[src/rtl/rv_structs.sv]
// +----------------------------------------------------------------------------
// | rv_structs : shared types and constants for the RV32M divide group
// | Rev 1.0
// +----------------------------------------------------------------------------
`default_nettype none

package rv_structs;

  typedef enum logic [2:0] {
    IDLE    = 3'd0,
    SPECIAL = 3'd1,
    CALC    = 3'd2,
    FIX     = 3'd3,
    DONE    = 3'd4
  } div_state_e;

  localparam logic [2:0] F3_DIV  = 3'b100;
  localparam logic [2:0] F3_DIVU = 3'b101;
  localparam logic [2:0] F3_REM  = 3'b110;
  localparam logic [2:0] F3_REMU = 3'b111;

  localparam int DIV_CYCLES = 32;

endpackage

`default_nettype wire

[src/rtl/alu_div_step.sv]
// +----------------------------------------------------------------------------
// | alu_div_step : one combinational restoring-division iteration
// | Rev 1.0
// +----------------------------------------------------------------------------
`default_nettype none

module alu_div_step (
  input  logic [32:0] i_prem,
  input  logic [31:0] i_divisor,
  input  logic        i_bit,
  output logic [32:0] o_prem,
  output logic        o_qbit
);

  logic [33:0] w_shift;
  logic [32:0] w_sub;

  // Truncating the subtraction to 33 bits is safe: it is only kept when
  // shift >= divisor, so the true difference is below the divisor.
  assign w_shift = {i_prem, i_bit};
  assign o_qbit  = (w_shift >= {2'b00, i_divisor});
  assign w_sub   = w_shift[32:0] - {1'b0, i_divisor};
  assign o_prem  = o_qbit ? w_sub : w_shift[32:0];

endmodule

`default_nettype wire

[src/rtl/alu_div_seq.sv]
// +----------------------------------------------------------------------------
// | alu_div_seq : multi-cycle radix-2 restoring DIV/DIVU/REM/REMU unit
// | Optional result reuse for repeated operands: define DIV_RESULT_CACHE_EN
// | Rev 1.0
// +----------------------------------------------------------------------------
`default_nettype none

module alu_div_seq
  import rv_structs::*;
#(
  parameter int DIV_ITER_BITS = 1
) (
  input  logic        i_clk,
  input  logic        i_reset_n,
  input  logic        i_start,
  input  logic        i_flush,
  input  logic [2:0]  i_funct3,
  input  logic [31:0] i_op1,
  input  logic [31:0] i_op2,
  output logic        o_busy,
  output logic        o_valid,
  output logic [31:0] o_div,
  output logic [31:0] o_rem
);

  localparam logic [4:0] c_count_init = 5'(DIV_CYCLES - 1);

  generate
    if (DIV_ITER_BITS != 1) begin : g_iter_check
      $error("alu_div_seq: only DIV_ITER_BITS == 1 is supported");
    end
  endgenerate

  div_state_e  r_state;
  logic [4:0]  r_count;
  logic [31:0] r_quo;      // dividend shifting out, quotient shifting in
  logic [31:0] r_divisor;
  logic [32:0] r_prem;
  logic        r_q_neg;
  logic        r_r_neg;

  logic        w_grp_ok;
  logic        w_signed;
  logic        w_a_neg;
  logic        w_b_neg;
  logic [31:0] w_abs1;
  logic [31:0] w_abs2;
  logic [32:0] w_prem_nxt;
  logic        w_qbit;

  assign w_grp_ok = (i_funct3 == F3_DIV) || (i_funct3 == F3_DIVU) ||
                    (i_funct3 == F3_REM) || (i_funct3 == F3_REMU);
  assign w_signed = (i_funct3 == F3_DIV) || (i_funct3 == F3_REM);
  assign w_a_neg  = w_signed & i_op1[31];
  assign w_b_neg  = w_signed & i_op2[31];
  assign w_abs1   = w_a_neg ? (~i_op1 + 32'd1) : i_op1;
  assign w_abs2   = w_b_neg ? (~i_op2 + 32'd1) : i_op2;

`ifdef DIV_RESULT_CACHE_EN
  logic [31:0] r_c_op1;
  logic [31:0] r_c_op2;
  logic        r_c_signed;
  logic        r_c_valid;
  logic        w_hit;

  assign w_hit = r_c_valid && (i_op1 == r_c_op1) && (i_op2 == r_c_op2) &&
                 (w_signed == r_c_signed);
`endif

  alu_div_step u_step (
    .i_prem    (r_prem),
    .i_divisor (r_divisor),
    .i_bit     (r_quo[31]),
    .o_prem    (w_prem_nxt),
    .o_qbit    (w_qbit)
  );

  always_ff @(posedge i_clk or negedge i_reset_n) begin
    if (!i_reset_n) begin
      r_state   <= IDLE;
      r_count   <= 5'd0;
      r_quo     <= 32'd0;
      r_divisor <= 32'd0;
      r_prem    <= 33'd0;
      r_q_neg   <= 1'b0;
      r_r_neg   <= 1'b0;
      o_busy    <= 1'b0;
      o_valid   <= 1'b0;
      o_div     <= 32'd0;
      o_rem     <= 32'd0;
`ifdef DIV_RESULT_CACHE_EN
      r_c_op1    <= 32'd0;
      r_c_op2    <= 32'd0;
      r_c_signed <= 1'b0;
      r_c_valid  <= 1'b0;
`endif
    end else if (i_flush) begin
      r_state <= IDLE;
      o_busy  <= 1'b0;
      o_valid <= 1'b0;
`ifdef DIV_RESULT_CACHE_EN
      if (r_state == CALC) r_c_valid <= 1'b0;
`endif
    end else begin
      case (r_state)
        IDLE: begin
          o_valid <= 1'b0;
          if (i_start && w_grp_ok) begin
`ifdef DIV_RESULT_CACHE_EN
            if (w_hit) begin
              r_state <= DONE;
              o_valid <= 1'b1;
            end else begin
              r_c_op1    <= i_op1;
              r_c_op2    <= i_op2;
              r_c_signed <= w_signed;
              r_c_valid  <= 1'b0;
`endif
              o_busy    <= 1'b1;
              r_q_neg   <= w_a_neg ^ w_b_neg;
              r_r_neg   <= w_a_neg;
              r_divisor <= w_abs2;
              r_count   <= c_count_init;
              if (i_op2 == 32'd0) begin
                r_quo   <= 32'hFFFF_FFFF;
                r_prem  <= {1'b0, i_op1};
                r_state <= SPECIAL;
              end else if (w_signed && (i_op1 == 32'h8000_0000) &&
                           (i_op2 == 32'hFFFF_FFFF)) begin
                r_quo   <= 32'h8000_0000;
                r_prem  <= 33'd0;
                r_state <= SPECIAL;
              end else begin
                r_quo   <= w_abs1;
                r_prem  <= 33'd0;
                r_state <= CALC;
              end
`ifdef DIV_RESULT_CACHE_EN
            end
`endif
          end
        end
        // Special results are final as loaded, so no sign fix-up is applied
        SPECIAL: begin
          o_div   <= r_quo;
          o_rem   <= r_prem[31:0];
          o_busy  <= 1'b0;
          o_valid <= 1'b1;
          r_state <= DONE;
`ifdef DIV_RESULT_CACHE_EN
          r_c_valid <= 1'b1;
`endif
        end
        CALC: begin
          r_prem <= w_prem_nxt;
          r_quo  <= {r_quo[30:0], w_qbit};
          if (r_count == 5'd0) r_state <= FIX;
          else                 r_count <= r_count - 5'd1;
        end
        FIX: begin
          o_div   <= r_q_neg ? (~r_quo + 32'd1) : r_quo;
          o_rem   <= r_r_neg ? (~r_prem[31:0] + 32'd1) : r_prem[31:0];
          o_busy  <= 1'b0;
          o_valid <= 1'b1;
          r_state <= DONE;
`ifdef DIV_RESULT_CACHE_EN
          r_c_valid <= 1'b1;
`endif
        end
        DONE: begin
          o_valid <= 1'b0;
          r_state <= IDLE;
        end
        default: begin
          o_busy  <= 1'b0;
          o_valid <= 1'b0;
          r_state <= IDLE;
        end
      endcase
    end
  end

endmodule

`default_nettype wire
[config.mk]
export PLATFORM = sky130hd
export DESIGN_NAME = alu_div_seq
export DESIGN_NICKNAME = d
export VERILOG_FILES = /design/src/rtl/rv_structs.sv /design/src/rtl/alu_div_step.sv /design/src/rtl/alu_div_seq.sv
export SDC_FILE = /design/constraint.sdc
export NUM_CORES = 1
export LEC_CHECK = 0
export ABC_AREA = 1
export CORE_ASPECT_RATIO = 1.1
export CORE_MARGIN = 2
export CORE_UTILIZATION = 59
export DETAILED_ROUTE_END_ITERATION = 12
export PLACE_DENSITY = 0.92
export SLEW_MARGIN = 20
export SYNTH_ARGS = -nofsm -noshare
export SYNTH_HDL_FRONTEND = slang
export SYNTH_SLANG_ARGS = --single-unit
[constraint.sdc]
create_clock -name i_clk -period 3.05 [get_ports i_clk]
set_input_delay 0.305 -clock i_clk [delete_from_list [all_inputs] [get_ports i_clk]]
set_output_delay 0.305 -clock i_clk [all_outputs]
set_load 0.05 [all_outputs]
==> Word-level counts from Yosys, hierarchy flattened <==
Index checks and enable logic that the tools add are counted.
{ "op_classes": {"addsub": 6, "order_cmp": 1, "eq_ne": 16, "mux": 28, "bitwise_logic": 8, "reduce_logical": 20} }
{ "ops": {"columns": ["cell", "count"], "rows": [
  ["two-way mux 32 bit", 8],
  ["case mux 32 bit (2 select lines)", 3],
  ["adder 32 x 1 -> 32 bit (second input constant)", 4],
  ["NOT 32 bit", 4],
  ["two-way mux 33 bit", 2],
  ["case mux 33 bit (2 select lines)", 1],
  ["equality test 32 bit (second input constant)", 2],
  [">= comparator 34 x 32 -> 1 bit", 1],
  ["subtractor 33 x 32 -> 33 bit", 1],
  ["logical NOT 32 bit", 1],
  ["equality test 3 bit (second input constant)", 5],
  ["two-way mux 5 bit", 2],
  ["case mux 5 bit (2 select lines)", 1],
  ["two-way mux 3 bit", 3],
  ["case mux 3 bit (3 select lines)", 1],
  ["equality test 3 x 2 -> 1 bit (second input constant)", 2],
  ["inequality test 2 bit (second input constant)", 3],
  ["inequality test 3 bit (second input constant)", 2],
  ["AND reduction 2 bit", 3],
  ["AND reduction 3 bit", 2],
  ["logical NOT 5 bit", 1],
  ["subtractor 5 x 1 -> 5 bit (second input constant)", 1],
  ["logical OR 1 bit", 4],
  ["two-way mux 2 bit", 2],
  ["other kinds (12)", 20]
]} }
{ "word_totals": {"regBits": 173, "input_bits": 71, "output_inout_bits": 66, "wordCells": 90} }

==> Depth between registers and ports, before layout <==
Gate-level depths: netlist (run 1).
{ "logic_depth": {"word_depth": 9, "ltp_mapped": 17, "depth_no_buf": 16} }

==> Modules after synthesis <==
From an unflattened synthesis (run 1), not the netlist that was laid out.
{ "hier_totals": {"cells_unflattened": 2307, "area_unflattened_um2": 14377.5} }
{ "by_module_without_submodules": {"columns": ["mod", "instances", "cells_per_inst", "area_each_um2", "seq_area_each_um2"], "rows": [
  ["alu_div_seq", 1, 1610, 11099.4, 4329.2],
  ["alu_div_step", 1, 697, 3278.1, 0.0]
]} }

==> Worst setup path after synthesis (run 1) <==
No wires, ideal clock.
{ "synth_timing": {"kind": "register to register", "startpoint": "register r_quo[31]", "endpoint": "register r_prem[8]", "setup_ps": 130, "arrival_ps": 2002, "required_time_ps": 2920, "path_slack_ps": 918, "stages_incl_launch_ff": 16, "path_buffers": 1, "path_cell_list": "dfrtp_1 inv_1 ha_1 inv_1 fa_1 nand3_1 nand3_2 nand2_1 nand2_1 nand2_2 nand2_4 buf_4 nand2_1 nand3_1 nand2_1 o21ai_0"} }
{ "synth_via": {"elab_chain_cells": 3} }
{ "synth_lines": {"columns": ["item", "line_no", "source"], "rows": [
  ["from (decl)", "alu_div_seq.sv:36", "logic [31:0] r_quo;"],
  ["from (signal assigned)", "alu_div_seq.sv:134", "r_quo <= w_abs1;"],
  ["from (signal assigned)", "alu_div_seq.sv:156", "r_quo <= {r_quo[30:0], w_qbit};"],
  ["subtractor 33 x 32 -> 33 bit or >= comparator 34 x 32 -> 1 bit (tied branches)", "alu_div_step.sv:22, alu_div_step.sv:21", null],
  ["two-way mux 33 bit *", "alu_div_step.sv:23", "assign o_prem = o_qbit ? w_sub : w_shift[32:0];"],
  ["case mux 33 bit (2 select lines) *", "alu_div_seq.sv:105", "case (r_state)"],
  ["to (signal assigned)", "alu_div_seq.sv:126", "r_prem <= {1'b0, i_op1};"],
  ["to (signal assigned)", "alu_div_seq.sv:155", "r_prem <= w_prem_nxt;"],
  ["to (decl)", "alu_div_seq.sv:38", "logic [32:0] r_prem;"]
]} }
Every way passes the cells marked *; elsewhere a longest branch is shown, timed or not.
A chain may end at the register's enable or synchronous reset.

==> Worst setup path in the final report (run 1) <==
{ "layout_timing": {"startpoint": "register r_quo[31]", "endpoint": "register r_prem[7]"} }
Same word-level chain as after synthesis.

==> results of run 1 <==
## area by class of cell
type	instances	area, um^2
clock buffer	17	425
clock inverter	15	169
fill	1955	6720
inverter	319	1200
multi-input combinational	1613	7840
sequential	173	4330
tap	300	375
timing repair buffer	182	1730
## cell usage in the layout, fill, tap and decap left out, drive strengths merged, types with 4 or more instances in the layout
| cell type | n |
|---|---|
| ha | 39 |
| inv | 325 |
| a31oi | 11 |
| clkinv | 8 |
| a21oi | 104 |
| nand3 | 206 |
| clkdlybuf4s50 | 134 |
| nor4 | 6 |
| xnor2 | 10 |
| o211ai | 4 |
| nand2 | 675 |
| o22ai | 5 |
| xor2 | 70 |
| nor2 | 229 |
| buf | 47 |
| nor3 | 28 |
| or2 | 16 |
| o21ai | 146 |
| nand3b | 15 |
| and2 | 7 |
| dfrtp | 173 |
| clkbuf | 17 |
| nand4 | 26 |
## stage by stage
step	hold slack [ns]	total power [mW]	area [um^2]	util, %	worst slack, ns
CTS	0.251	18.7	16100	70.5	0.413
floorplan	0.00941	12.6	13600	-	0.918
finish	0.254	18.9	16100	70.5	0.374
detailed placement	0.153	16.4	15500	67.8	0.355
global route	0.271	20.4	16100	70.5	0.174
global placement	0.153	16.1	15500	67.8	0.409
## cell families (layout without fill, tap and decap cells)
family	count (synthesis)	in the layout	synth area share, %
compound gates	282	282	10.9
xor+xnor	80	80	5.14
buf+inv	382	533	10.8
simple gates	1211	1211	37.6
flops	173	173	31.7
fa+ha+maj	40	40	3.73
## routing by layer
metal	GRT usage, %	wire length (um)	share of wire [%]
met5	0	0	0
met4	15.0	1750	4.0
met3	5.75	3900	8.9
met2	59.9	20100	46
met1	48.6	18000	41
## timing repair
| item | CTS | global route |
|---|---|---|
| hold endpoints to repair | 18 | 0 |
| gates resized for setup | 0 | 0 |
| hold buffers | 1 | 0 |
## power by group
part / internal [mW] / switching, mW / leakage [nW]
logic: 4.01 / 8.27 / 5.87
registers: 3.38 / 1.03 / 2.10
clock network: 1.10 / 1.13 / 0.286
## worst min-delay path by stage
stage	cells after the start	endpoint	slack, ns
2_1_floorplan	0	o_busy	0.009
3_3_place_gp	1	o_div[22]	0.15
3_5_place_dp	1	o_div[22]	0.15
4_1_cts	2	o_div[22]	0.25
5_1_grt	2	o_div[22]	0.27
6_report	2	o_div[22]	0.25
## cell usage after synthesis, types with 3 or more instances
cell type / instances
sky130_fd_sc_hd__nor2_2: 5
sky130_fd_sc_hd__nand3_1: 204
sky130_fd_sc_hd__a21oi_1: 102
sky130_fd_sc_hd__nor2_1: 223
sky130_fd_sc_hd__xnor2_1: 10
sky130_fd_sc_hd__nor3_1: 25
sky130_fd_sc_hd__o31ai_1: 3
sky130_fd_sc_hd__o211ai_1: 4
sky130_fd_sc_hd__nand2_1: 669
sky130_fd_sc_hd__inv_2: 8
sky130_fd_sc_hd__o22ai_1: 5
sky130_fd_sc_hd__a22oi_1: 3
sky130_fd_sc_hd__inv_1: 311
sky130_fd_sc_hd__nand2_4: 3
sky130_fd_sc_hd__xor2_1: 70
sky130_fd_sc_hd__buf_1: 4
sky130_fd_sc_hd__o21ai_0: 141
sky130_fd_sc_hd__and2_1: 7
sky130_fd_sc_hd__nand3b_1: 15
sky130_fd_sc_hd__ha_1: 39
sky130_fd_sc_hd__dfrtp_1: 173
sky130_fd_sc_hd__or2_2: 13
sky130_fd_sc_hd__buf_4: 6
sky130_fd_sc_hd__buf_2: 14
sky130_fd_sc_hd__o21ai_1: 3
sky130_fd_sc_hd__clkbuf_1: 37
sky130_fd_sc_hd__nor4_1: 4
sky130_fd_sc_hd__nand4_1: 26
sky130_fd_sc_hd__nand2_2: 3
sky130_fd_sc_hd__a31oi_1: 11
## worst max-delay path: stages (launching register included)
cell and delay (ns):
sky130_fd_sc_hd__dfrtp_1 0.38, sky130_fd_sc_hd__inv_1 0.18, sky130_fd_sc_hd__ha_1 0.18, sky130_fd_sc_hd__inv_1 0.09, sky130_fd_sc_hd__fa_1 0.44, sky130_fd_sc_hd__nand3_1 0.13, sky130_fd_sc_hd__nand3_2 0.14, sky130_fd_sc_hd__nand2_1 0.12
sky130_fd_sc_hd__nand2_1 0.09, sky130_fd_sc_hd__nand2_2 0.09, sky130_fd_sc_hd__nand2_4 0.23, sky130_fd_sc_hd__nand2_1 0.15, sky130_fd_sc_hd__nand3_1 0.08, sky130_fd_sc_hd__nand2_1 0.12, sky130_fd_sc_hd__o21ai_0 0.10
## sequential cells by signal (all words and copies together), names as in the netlist
name	flops
r_q_neg	1
r_state	3
o_rem	32
o_valid	1
o_busy	1
r_quo	32
r_divisor	32
o_div	32
r_count	5
r_prem	33
r_r_neg	1
==> results.md, run 1 <==
- Status: finished clean
- Synth Area per Inst: 6.29 um^2
- Number of levels in the clock H-tree: 4
- Net count, final: 2,417
- Maximum number of pins on one net before global-route repair: 82
- Root buf cell: sky130_fd_sc_hd__clkbuf_16
- Final global-route overflow total: 0
- Period utilization: 87.7%
- Net count after synthesis: 2,279
- Cell depth of the worst flop-to-flop path: 14
- Number of nets with antenna violations after routing: 0
- Total I/O pin count: 137
- Core area: 22,800 um^2
- Type of element capturing the critical path: flop
- Category of the worst setup path launch point: flop
- Final Slew Violations: 0
- DP Wirelength: 34,900 um
- Row count: 58
- Max capacitance violation total: 0
- Violation count after the first detailed-route iteration: 1,623
- Least-Margin Pin Slew: 0.774 ns
- Critical path data arrival time: 2.99 ns
- Setup tns final: 0 ns
- Via count of the first global-routing pass: 13.8k
- Antenna violations before repair: 0
- Worst-case vdd ir drop: 0.000440 V
- Number of different library cells in the post-synthesis netlist: 47
- Longest Clk Path Bufs: 2
- Worst-case headroom to the max-slew limit: 48.4%
- Total power divided by cell area: 1180 nW/um^2
- Register clock-pin slew on the reported worst setup and hold paths: 0.08 ns
- Routed length per placed instance: 16.7 um
- Final instance count without filler cells: 2,619
- Wire length after detailed routing: 43,800 um
- Setup Fix Bufs, Post-CTS: 0
- Summed instance area of the synthesized netlist: 13,600 um^2
- Chip width: 149 um
- Die area: 24,300 um^2
- Critical path data required time: 3.36 ns
- Instance count after placement with tap cells included: 2,586
- Cell taking the most area after synthesis: sky130_fd_sc_hd__dfrtp_1
- Via-to-Cell Ratio: 5.64
- Origin of the critical flop-to-flop path: r_quo[31]
- Leak pwr: 8.25 nW
- Synthesized netlist cell count: 2,168
- Asr flop ratio synth: 100%
- Worst setup endpoint: r_prem[7]
- Total number of yosys warnings: 0
- Post-synth EDFFs: 0
- Setup repair after global routing missed its margin: no
- Number of antenna repair diodes: 0
- Setup slack of the most critical reg-to-reg path: 0.37 ns
- Clock buffers created by TritonCTS: 17
- Placer Congestion: 0.985
- First-pass detailed-route iteration total: 6
- Sequential area share after synthesis: 31.7%
- Worst min-delay path category: in -> async
- Clock sink count: 173
- Most common flop cell mapped by yosys: sky130_fd_sc_hd__dfrtp_1
- Remaining routing DRC violations: 0
- Number of flip-flops and latches in the synthesized netlist: 173
- Area growth syn-to-layout: 17.8%
- Crit path from: r_quo[31]
- First-pass GRT wire length: 70,100 um
- Overall die height: 163 um
- Worst flop-to-flop path endpoint: r_prem[7]
- Final worst clock skew: 0.0181 ns
- Initial cell density of the core: 59.8%
- Min cycle time layout: 2.68 ns
- Proportion of layout cells with a drive suffix above 1: 5.43%
- Port buffer count: 135
- Dominant cells by area after synthesis: sky130_fd_sc_hd__dfrtp_1 (32%), sky130_fd_sc_hd__nand2_1 (18%), sky130_fd_sc_hd__inv_1 (8.6%), sky130_fd_sc_hd__nand3_1 (7.5%), sky130_fd_sc_hd__nor2_1 (6.1%)
- Number of failing hold endpoints at the final stage: 0
- Clk_lat worst skew: 0.44 ns
- Aggregate global-route resource usage: 36.6%
- Total of endpoints with negative setup slack in the final report: 0
- CTS tree: done
- Critical setup path kind: reg -> reg
- Peak Freq: 0.374 GHz
- Total via count after detailed routing: 14.8k
- CP max FO: 35
- Area share of the largest cell type after synthesis: 31.7%
Note: power is estimated with default switching activity, not from simulation.
==> inputs of run 2 (changes only) <==
--- a/config.mk
+++ b/config.mk
@@ -8,9 +8,9 @@
 export ABC_AREA = 1
 export CORE_ASPECT_RATIO = 1.1
 export CORE_MARGIN = 2
-export CORE_UTILIZATION = 59
+export CORE_UTILIZATION = 40
 export DETAILED_ROUTE_END_ITERATION = 12
-export PLACE_DENSITY = 0.92
+export PLACE_DENSITY = 0.69
 export SLEW_MARGIN = 20
 export SYNTH_ARGS = -nofsm -noshare
 export SYNTH_HDL_FRONTEND = slang
==> results.md, run 2 (same netlist as run 1, synthesis figures left out) <==
- Category of the worst setup path launch point: flop
- Worst-case vdd ir drop: 0.000515 V (+17%)
- CTS tree: done
- Clock buffers created by TritonCTS: 17 (unchanged)
- Via count of the first global-routing pass: 13.3k (-3.3%)
- Final Cell Area: 16,200 um^2 (+0.92%)
- Final global-route overflow total: 0 (unchanged)
- Global routing's busiest layer: met2
- Most frequent standard cell in the layout excluding fill and tap cells: sky130_fd_sc_hd__nand2_1
- Final instance count without filler cells: 2,742 (+4.7%)
- Critical setup path kind: reg -> reg
- Status: finished clean
- Worst-case headroom to the max-slew limit: 50.5% (+2.1 points)
- Row count: 70 (+21%)
- Root buf cell: sky130_fd_sc_hd__clkbuf_16
- Final worst clock skew: 0.0103 ns (-0.00777 ns)
- Chip width: 180 um (+21%)
- Core area: 33,500 um^2 (+47%)
- Switch share: 54.2% (-0.88 points)
- Hold_ws: 0.422 ns (+0.168 ns)
- Proportion of layout cells with a drive suffix above 1: 5.02% (-0.41 points)
- Internal portion of total power: 8.61 mW (+1.4%)
- First-pass GRT wire length: 70,600 um (+0.72%)
- Final Slew Violations: 0 (unchanged)
- Clock sink count: 173 (unchanged)
- Proportion of power drawn by the clock network: 12.4% (+0.6 points)
- Least-Margin Pin Slew: 0.742 ns (-0.0321 ns)
- Total power divided by cell area: 1160 nW/um^2 (-1.5%)
- Setup tns final: 0 ns (unchanged)
- DP Wirelength: 35,200 um (+0.81%)
- Total I/O pin count: 137 (unchanged)
- Placer Congestion: 0.945 (-4.0%)
- Die area: 35,600 um^2 (+46%)
- Antenna violations before repair: 2 (+2)
- Met3 usage: 2.62% (-3.1 points)
- Area growth syn-to-layout: 18.9%
- Leak pwr: 8.23 nW (-0.25%)
- Number of failing hold endpoints at the final stage: 0 (unchanged)
- Routed length per placed instance: 16.1 um (-4.1%)
- Most frequent cells in the layout: sky130_fd_sc_hd__nand2_1 (669), sky130_fd_sc_hd__inv_1 (310), sky130_fd_sc_hd__nor2_1 (221)
- Setup repair after global routing missed its margin: no
- Period utilization: 86.9% (-0.82 points)
- CP max FO: 24 (-31%)
- Max capacitance violation total: 0 (unchanged)
- Total of endpoints with negative setup slack in the final report: 0 (unchanged)
- Wire length after detailed routing: 44,000 um (+0.41%)
- Via-to-Cell Ratio: 5.19 (-7.9%)
- Met1 track demand over resource in global routing: 34.4% (-14 points)
- Peak Freq: 0.377 GHz (+0.94%)
- Violation count after the first detailed-route iteration: 1,229 (-24%)
- Number of flip-flops under the largest register name: 33 (unchanged)
- Instance count after placement with tap cells included: 2,709 (+4.8%)
- Total via count after detailed routing: 14.2k (-3.6%)
- Clk_lat worst skew: 0.44 ns (about the same)
- First-pass detailed-route iteration total: 6 (unchanged)
- Overall die height: 198 um (+21%)
- NetSw: 10.2 mW (-2.2%)
- Aggregate global-route resource usage: 24.9% (-12 points)
- Worst min-delay path category: in -> async
- Relative contribution of sequential cells to total power: 23.6% (+0.3 points)
- Initial cell density of the core: 40.8% (-19 points)
- Area of placed instances: 15,600 um^2 (+0.71%)
- Min cycle time layout: 2.65 ns (-0.0250 ns)
- Longest Clk Path Bufs: 2 (unchanged)
- Net count, final: 2,408 (-0.37%)
- Critical path data required time: 3.37 ns (about the same)
- Critical path data arrival time: 2.98 ns (about the same)
- Number of nets with antenna violations after routing: 0 (unchanged)
- Number of antenna repair diodes: 0 (unchanged)
- M2 GR Usage: 40.2% (-20 points)
- Remaining routing DRC violations: 0 (unchanged)
- Register ranked first by flip-flop count: r_prem
- Number of levels in the clock H-tree: 4 (unchanged)
- Register clock-pin slew on the reported worst setup and hold paths: 0.07 ns (about the same)
- Type of element capturing the critical path: flop
- Port buffer count: 135 (unchanged)
- Maximum number of pins on one net before global-route repair: 74 (-9.8%)
- Cell depth of the worst flop-to-flop path: 13 (-1)
- Combinational Power Share: 64.0% (-0.9 points)
- Layout fillers: 3,432 (+76%)
-- run 2: cell types whose count changed in the layout (fill, tap and decap cells not counted), sizes merged --
cell / change
clkinv: -3
inv: -1
clkbuf: +2
buf: -9
bufinv: +2
-- run 2: final cells by class --
cell class,count,area (um^2),area share [%]
Multi-Input combinational cell,1613,7840,48.4
Inverter,319,1200,7.39
Tap cell,432,541,3.33
Sequential cell,173,4330,26.7
Clock inverter,13,180,1.11
Timing Repair Buffer,173,1680,10.3
Clock buffer,19,443,2.73
-- run 2: path summary, 6_finish.rpt --
path	start	end	slack (ns)
hold / removal	i_reset_n	o_div[27]	0.42
setup reg to reg	r_quo[31]	r_prem[22]	0.40
min in group i_clk	o_div[16]	o_div[16]	0.48
setup / recovery	r_quo[31]	r_prem[22]	0.40
hold reg to reg	o_div[16]	o_div[16]	0.48
max in group asynchronous	i_reset_n	o_rem[1]	1.89
-- run 2: critical path, cell delays in order (launching register included) --
cell and delay (ns):
sky130_fd_sc_hd__dfrtp_1 0.38, sky130_fd_sc_hd__inv_1 0.24, sky130_fd_sc_hd__ha_1 0.21, sky130_fd_sc_hd__inv_1 0.08
sky130_fd_sc_hd__fa_1 0.43, sky130_fd_sc_hd__nand3_1 0.13, sky130_fd_sc_hd__nand3_2 0.13, sky130_fd_sc_hd__nand2_1 0.10
sky130_fd_sc_hd__nand2_1 0.08, sky130_fd_sc_hd__nand2_2 0.12, sky130_fd_sc_hd__buf_4 0.29, sky130_fd_sc_hd__nand3_1 0.14
sky130_fd_sc_hd__nand3_1 0.11, sky130_fd_sc_hd__a21oi_1 0.08
-- run 2: power groups by stage --
| stage | clock [mW] | combinational, mW | sequential [mW] |
|---|---|---|---|
| after detailed placement | 0 | 11.9 | 4.45 |
| after CTS | 2.36 | 12.0 | 4.41 |
| after floorplan | 0 | 7.10 | 5.54 |
| final | 2.34 | 12.0 | 4.44 |
| after global routing | 2.48 | 13.4 | 4.58 |
| after global placement | 0 | 11.8 | 4.39 |
-- run 2: stage by stage --
| step | util (%) | total power [mW] | setup slack, ns |
|---|---|---|---|
| floorplan | - | 12.6 | 0.918 |
| global placement | 46.5 | 16.1 | 0.382 |
| finish | 48.5 | 18.8 | 0.399 |
| CTS | 48.4 | 18.7 | 0.323 |
| detailed placement | 46.5 | 16.3 | 0.346 |
| global route | 48.5 | 20.5 | 0.110 |
-- run 2: timing repair --
action | 4_1_cts | 5_1_grt
endpoints found under the hold margin | 59 | 0
resized for setup | 0 | 1
setup buffers | 0 | 0
hold buffers | 1 | 0
endpoints found under the setup margin | 0 | 3
-- run 2: metal layers --
layer | up-vias | wire (um)
li1 | 7170 | -
met1 | 6521 | 20500
met2 | 478 | 19700
met3 | 68 | 2330
met4 | 4 | 1470
met5 | - | 27
